[config.mk]
export PLATFORM = sky130hd
export DESIGN_NAME = intr_sequencer
export DESIGN_NICKNAME = d
export VERILOG_FILES = /design/src/rtl/risc_pkg.sv /design/src/rtl/intr_sequencer.sv
export SDC_FILE = /design/constraint.sdc
export NUM_CORES = 1
export LEC_CHECK = 0
export BUFFER_PORTS_ARGS = -buffer_cell sky130_fd_sc_hd__buf_2
export CORE_MARGIN = 4
export CORE_UTILIZATION = 45
export DETAILED_ROUTE_END_ITERATION = 12
export GPL_TIMING_DRIVEN = 0
export HOLD_SLACK_MARGIN = 0.1
export PLACE_DENSITY = 0.74
export SYNTH_ARGS = -nofsm -noshare
export SYNTH_HDL_FRONTEND = slang
export SYNTH_SLANG_ARGS = --single-unit
[constraint.sdc]
create_clock -name clk -period 2.4 [get_ports clk]
set_clock_uncertainty 0.1 [all_clocks]
set_input_delay 0.36 -clock clk [delete_from_list [all_inputs] [get_ports clk]]
set_output_delay 0.36 -clock clk [all_outputs]
set_load 0.02 [all_outputs]
[src/rtl/risc_pkg.sv]
// Shared definitions for the 8-bit pipeline front end.
// Holds the interrupt sequencer state encoding and vector defaults.
package risc_pkg;

  localparam int ADDR_W = 8;
  localparam int FLAG_W = 4;

  localparam logic [ADDR_W-1:0] RESET_VEC_DEF = 8'h00;
  localparam logic [ADDR_W-1:0] INTR_VEC_DEF  = 8'h01;

  typedef enum logic [2:0] {
    ST_BOOT     = 3'd0,
    ST_IDLE     = 3'd1,
    ST_DRAIN    = 3'd2,
    ST_PUSH_PC  = 3'd3,
    ST_PUSH_FLG = 3'd4,
    ST_VEC      = 3'd5,
    ST_REDIR    = 3'd6,
    ST_ISR      = 3'd7
  } intr_state_t;

endpackage

[src/rtl/intr_sequencer.sv]
// Boot / interrupt sequencer: freezes fetch, drains, pushes PC+flags,
// then redirects fetch to the vector loaded from memory.
module intr_sequencer
  import risc_pkg::*;
#(
  parameter logic [ADDR_W-1:0] RESET_VEC = RESET_VEC_DEF,
  parameter logic [ADDR_W-1:0] INTR_VEC  = INTR_VEC_DEF
) (
  input  logic              clk,
  input  logic              reset,
  input  logic              intr_req,
  input  logic [ADDR_W-1:0] resume_pc,
  input  logic [FLAG_W-1:0] flags,
  input  logic [ADDR_W-1:0] sp,
  input  logic              pipe_empty,
  input  logic              branch_taken,
  input  logic [ADDR_W-1:0] branch_target,
  input  logic              rti_done,
  input  logic              mem_gnt,
  input  logic [ADDR_W-1:0] mem_rdata,
  output logic              mem_req,
  output logic              mem_we,
  output logic [ADDR_W-1:0] mem_addr,
  output logic [ADDR_W-1:0] mem_wdata,
  output logic              sp_dec,
  output logic              intr_active,
  output logic              redirect,
  output logic [ADDR_W-1:0] redirect_target,
  output logic              intr_ack,
  output logic              in_isr
);

  intr_state_t       state_q, state_d;
  logic              pending_q, pending_d;
  logic              in_isr_q, in_isr_d;
  logic              boot_q, boot_d;
  logic [ADDR_W-1:0] ret_pc_q, ret_pc_d;
  logic [FLAG_W-1:0] flg_q, flg_d;
  logic [ADDR_W-1:0] sp_base_q, sp_base_d;
  logic [ADDR_W-1:0] tgt_q, tgt_d;
  logic              mem_req_q, mem_req_d;
  logic              mem_we_q, mem_we_d;
  logic [ADDR_W-1:0] mem_addr_q, mem_addr_d;
  logic [ADDR_W-1:0] mem_wdata_q, mem_wdata_d;

  logic gnt;
  logic ack;

  // a grant only counts while our registered request is up
  assign gnt = mem_req_q & mem_gnt;

  always_comb begin
    state_d   = state_q;
    pending_d = pending_q | intr_req;
    in_isr_d  = in_isr_q;
    boot_d    = boot_q;
    ret_pc_d  = ret_pc_q;
    flg_d     = flg_q;
    sp_base_d = sp_base_q;
    tgt_d     = tgt_q;
    ack       = 1'b0;
    unique case (state_q)
      ST_BOOT: begin
        boot_d = 1'b1;
        if (gnt) begin
          tgt_d   = mem_rdata;
          state_d = ST_REDIR;
        end
      end
      ST_IDLE: begin
        if (pending_q && !in_isr_q) begin
          ack       = 1'b1;
          boot_d    = 1'b0;
          ret_pc_d  = resume_pc;
          flg_d     = flags;
          sp_base_d = sp;
          state_d   = ST_DRAIN;
        end
      end
      ST_DRAIN: begin
        // fetch ignores branches while frozen, so track the return PC here
        if (branch_taken) begin
          ret_pc_d = branch_target;
        end else if (pipe_empty) begin
          state_d = ST_PUSH_PC;
        end
      end
      ST_PUSH_PC: begin
        if (gnt) state_d = ST_PUSH_FLG;
      end
      ST_PUSH_FLG: begin
        if (gnt) state_d = ST_VEC;
      end
      ST_VEC: begin
        if (gnt) begin
          tgt_d   = mem_rdata;
          state_d = ST_REDIR;
        end
      end
      ST_REDIR: begin
        in_isr_d = !boot_q;
        state_d  = boot_q ? ST_IDLE : ST_ISR;
      end
      ST_ISR: begin
        if (rti_done) begin
          in_isr_d = 1'b0;
          state_d  = ST_IDLE;
        end
      end
      default: state_d = ST_BOOT;
    endcase
    if (ack) pending_d = intr_req;
  end

  // request registers are loaded for the state being entered
  always_comb begin
    mem_req_d   = 1'b0;
    mem_we_d    = 1'b0;
    mem_addr_d  = mem_addr_q;
    mem_wdata_d = mem_wdata_q;
    unique case (state_d)
      ST_BOOT: begin
        mem_req_d  = 1'b1;
        mem_addr_d = RESET_VEC;
      end
      ST_PUSH_PC: begin
        mem_req_d   = 1'b1;
        mem_we_d    = 1'b1;
        mem_addr_d  = sp_base_d;
        mem_wdata_d = ret_pc_d;
      end
      ST_PUSH_FLG: begin
        mem_req_d   = 1'b1;
        mem_we_d    = 1'b1;
        mem_addr_d  = sp_base_d - {{(ADDR_W-1){1'b0}}, 1'b1};
        mem_wdata_d = {{(ADDR_W-FLAG_W){1'b0}}, flg_d};
      end
      ST_VEC: begin
        mem_req_d  = 1'b1;
        mem_addr_d = INTR_VEC;
      end
      default: ;
    endcase
  end

  always_ff @(posedge clk) begin
    if (reset) begin
      state_q     <= ST_BOOT;
      pending_q   <= 1'b0;
      in_isr_q    <= 1'b0;
      boot_q      <= 1'b1;
      ret_pc_q    <= '0;
      flg_q       <= '0;
      sp_base_q   <= '0;
      tgt_q       <= '0;
      mem_req_q   <= 1'b0;
      mem_we_q    <= 1'b0;
      mem_addr_q  <= '0;
      mem_wdata_q <= '0;
    end else begin
      state_q     <= state_d;
      pending_q   <= pending_d;
      in_isr_q    <= in_isr_d;
      boot_q      <= boot_d;
      ret_pc_q    <= ret_pc_d;
      flg_q       <= flg_d;
      sp_base_q   <= sp_base_d;
      tgt_q       <= tgt_d;
      mem_req_q   <= mem_req_d;
      mem_we_q    <= mem_we_d;
      mem_addr_q  <= mem_addr_d;
      mem_wdata_q <= mem_wdata_d;
    end
  end

  assign mem_req         = mem_req_q;
  assign mem_we          = mem_we_q;
  assign mem_addr        = mem_addr_q;
  assign mem_wdata       = mem_wdata_q;
  assign sp_dec          = gnt & mem_we_q & !reset;
  assign intr_ack        = ack & !reset;
  assign redirect        = (state_q == ST_REDIR) & !reset;
  assign redirect_target = tgt_q;
  assign in_isr          = in_isr_q;
  assign intr_active     = !((state_q == ST_IDLE) ||
                             (state_q == ST_ISR));

endmodule

==> qor.csv <==
stage,metric,value,unit
status,run_status,"finished, final reports clean",
grt,grt-ovfl-total,0,
final_layout,syn2layout_area_growth,28.4,%
route,drt_initial_violations,125,
pwr,design_power_total,2.47,mW
timing,report.final.hold_viol_count,0,
route,drt_wl_total,6.71,mm
place,postPlaceCellArea,2960,sq um
grt,maximum_number_of_pins_on_one_net_before_global_route_repair,17,
yosys,ys_ff_latch,52,
yosys,netlist.area_leader.share,0.415,
yosys,synth_area,2510,sq um
route,route.detailed.drc,0,
route,via_per_inst,5.38,
setup_path,max_fanout_on_critical_path,8,
yosys,yosys-top-cells-area,"sky130_fd_sc_hd__dfxtp_1, sky130_fd_sc_hd__nor2_1, sky130_fd_sc_hd__mux2i_1",
place,place.port_buffers,73,
yosys,ys.flop_type,sky130_fd_sc_hd__dfxtp_1,
cts,cts_max_level,2,
route,detail_route.first_pass.iterations,4,
setup_path,setup.worst_path.end_class,flip-flop,
setup_path,criticalPathCategory,flip-flop to flip-flop,
pwr,power_leakage,1.43,nW
grt,grt_pass1_wl,10.4,mm
yosys,synth_enable_flop_cells,0,
yosys,synth.yosys.seq_area_share,0.415,
die,initial_core_util,0.479,
pwr,power-per-cell-area,766,nW/um^2
final_layout,final_area,3220,sq um
yosys,synth_area_leader,sky130_fd_sc_hd__dfxtp_1,
final_layout,final_layout_size_suffix_gt1_frac,0.344,
die,core_region_area,5240,sq um
setup_path,worst_ep_required_time,2.49,ns
setup_path,critPathArrivalTime,2.42,ns
place,pre_cts_ws,-0.340,ns
route,postRouteAntennaNets,0,
die,io-pin-count,74,
die,die_w,82.6,um
final_layout,finish.utilization,0.615,
yosys,post_synth_inst_count,274,
timing,fin_ws,0.0616,ns
route,drt-wirelength-per-cell,15.4,um
timing,setup_repair_after_global_routing_missed_its_margin,yes,
yosys,synth-async-reset-ratio,0,
yosys,netlist_top_cells_count,"sky130_fd_sc_hd__dfxtp_1, sky130_fd_sc_hd__nor2_1, sky130_fd_sc_hd__a21oi_1, sky130_fd_sc_hd__nand2_1, sky130_fd_sc_hd__mux2i_1",
timing,slew_viol_final,0,
cts,later_pin_clock_latency_in_the_skew_report,0.30,ns
timing,worst_pin_slew,0.775,ns
timing,relSlewSlack,0.479,
cts,tritoncts,built,
final_layout,layout.cells.non_filler,436,
timing,timing.final.setup_violations,0,
cts,cts.root.buffer_cell,sky130_fd_sc_hd__clkbuf_8,
min_path,hold_path_class,primary input to flip-flop,
final_layout,final.fill_count,470,
place,hpwl,4.90,mm
cts,clockBufferDepth,2,
cts,number_of_hold_buffers_added_after_cts,0,
die,placementRows,26,
timing,finalCriticalPeriod,2.34,ns
run,maxcap_violations,0,
route,via_count,2345,
yosys,mappedNetlistNets,318,
yosys,synthMostInstantiatedCell,sky130_fd_sc_hd__dfxtp_1,
cts,clk_pin_slew_worst_paths,0.10,ns
place,gpl.final_weighted_congestion,0.830,
cts,numCtsBuffers,5,
final_layout,antenna_cells,0,
yosys,syn_area_per_cell,9.15,sq um
place,placedCellCount,417,
die,fp.dieArea,6830,sq um
grt,antenna_found_initial,0,
grt,grt_pass1_vias,2192,
final_layout,nNetsFinal,409,
yosys,yosysUniqueCellTypes,60,
setup_path,startpoint_type,flip-flop,
die,die_height,82.6,um
grt,grt_usage,0.198,
cts,cts.sink_count,52,
timing,achievable-frequency,0.428,GHz
pwr,worst_ir_drop_vdd,369,uV
yosys,synthesis.yosys.warnings,0,
timing,timing.final.crit_share,0.974,
-- power breakdown --
group          internal, mW  switching [mW]  leakage (nW)  total (mW)
Clock                 0.315           0.288        0.0558       0.604
Combinational         0.349           0.498         0.949       0.847
Sequential            0.956          0.0619         0.423        1.02
-- stage by stage --
stage | hold slack, ns | TNS (ns)
5_1_grt | 0.207 | -0.0529
6_report | 0.185 | 0
2_1_floorplan | 0.332 | 0
3_5_place_dp | 0.352 | -0.694
3_3_place_gp | 0.340 | -0.653
4_1_cts | 0.172 | 0
-- metal layers --
metal | wire, um | share of wire | up-vias | track usage
met5 | 0 | 0 | - | 0
met4 | 45 | 0.0067 | 0 | 0.0376
met3 | 353 | 0.053 | 6 | 0.0336
met2 | 3460 | 0.52 | 60 | 0.345
met1 | 2850 | 0.42 | 1110 | 0.257
li1 | - | - | 1169 | -
-- flip-flops by register name, summed over array words and instances (netlist names) --
register / cells
pending_q: 1
flg_q: 4
mem_addr: 8
mem_wdata: 8
boot_q: 1
state_q: 3
mem_we: 1
sp_base_q: 8
in_isr: 1
mem_req: 1
ret_pc_q: 8
redirect_target: 8
-- layout by cell type (no fill, tap or decap), types with 3 or more instances in the layout --
master                      n
sky130_fd_sc_hd__a211oi_2   7
sky130_fd_sc_hd__a21oi_1   28
sky130_fd_sc_hd__a22o_1     8
sky130_fd_sc_hd__buf_2     75
sky130_fd_sc_hd__buf_4     13
sky130_fd_sc_hd__clkbuf_1   5
sky130_fd_sc_hd__clkbuf_8   5
sky130_fd_sc_hd__dfxtp_1   50
sky130_fd_sc_hd__mux2i_1   13
sky130_fd_sc_hd__nand2_1   21
sky130_fd_sc_hd__nand2b_1   3
sky130_fd_sc_hd__nand3_1    4
sky130_fd_sc_hd__nor2_1    45
sky130_fd_sc_hd__nor2_2     3
sky130_fd_sc_hd__nor3_1    11
sky130_fd_sc_hd__o21ai_0    3
sky130_fd_sc_hd__xor2_1     5
-- critical path, cell delays in order, from the launching register on --
cell and delay [ns]:
sky130_fd_sc_hd__dfxtp_2 0.35, sky130_fd_sc_hd__buf_8 0.12, sky130_fd_sc_hd__buf_4 0.16, sky130_fd_sc_hd__and3_1 0.20
sky130_fd_sc_hd__o21bai_4 0.19, sky130_fd_sc_hd__a221o_1 0.40, sky130_fd_sc_hd__xnor2_2 0.24, sky130_fd_sc_hd__a222oi_1 0.38
sky130_fd_sc_hd__nor2_1 0.08
-- path summary, 6_finish.rpt --
path / slack [ns] / end / cells after the start / startpoint
setup / recovery: 0.06 / mem_addr[6] / 8 / state_q[1]
hold / removal: 0.18 / pending_q / 3 / intr_req
setup reg to reg: 0.06 / mem_addr[6] / 8 / state_q[1]
hold reg to reg: 0.36 / mem_addr[5] / 2 / mem_addr[5]
-- logic make-up after synthesis --
logic type      after synthesis  share of synthesized area
compound gates               72                      0.228
xor+xnor                      7                     0.0274
fa+ha+maj                     1                    0.00499
buf+inv                      17                     0.0414
flops                        52                      0.415
mux                          16                     0.0689
simple gates                109                      0.215
-- layout make-up --
cell class                      instances  area (sq um)  share of cell area
Inverter                                2          7.51             0.00233
Multi-Input combinational cell        205          1400               0.435
Clock inverter                          2          38.8              0.0120
Clock buffer                            6          72.6              0.0225
Timing Repair Buffer                   84           448               0.139
Buffer                                 15           120              0.0373
Tap cell                               70          87.6              0.0272
Sequential cell                        52          1050               0.325
-- timing repair --
| action | in CTS | in global routing |
|---|---|---|
| buffers inserted | 3 | 8 |
| endpoints found under the setup margin | 3 | 2 |
| gates resized for setup | 9 | 7 |
| pin swaps | 0 | 4 |
| cloned | 0 | 0 |
(Power assumes the default switching activity.)
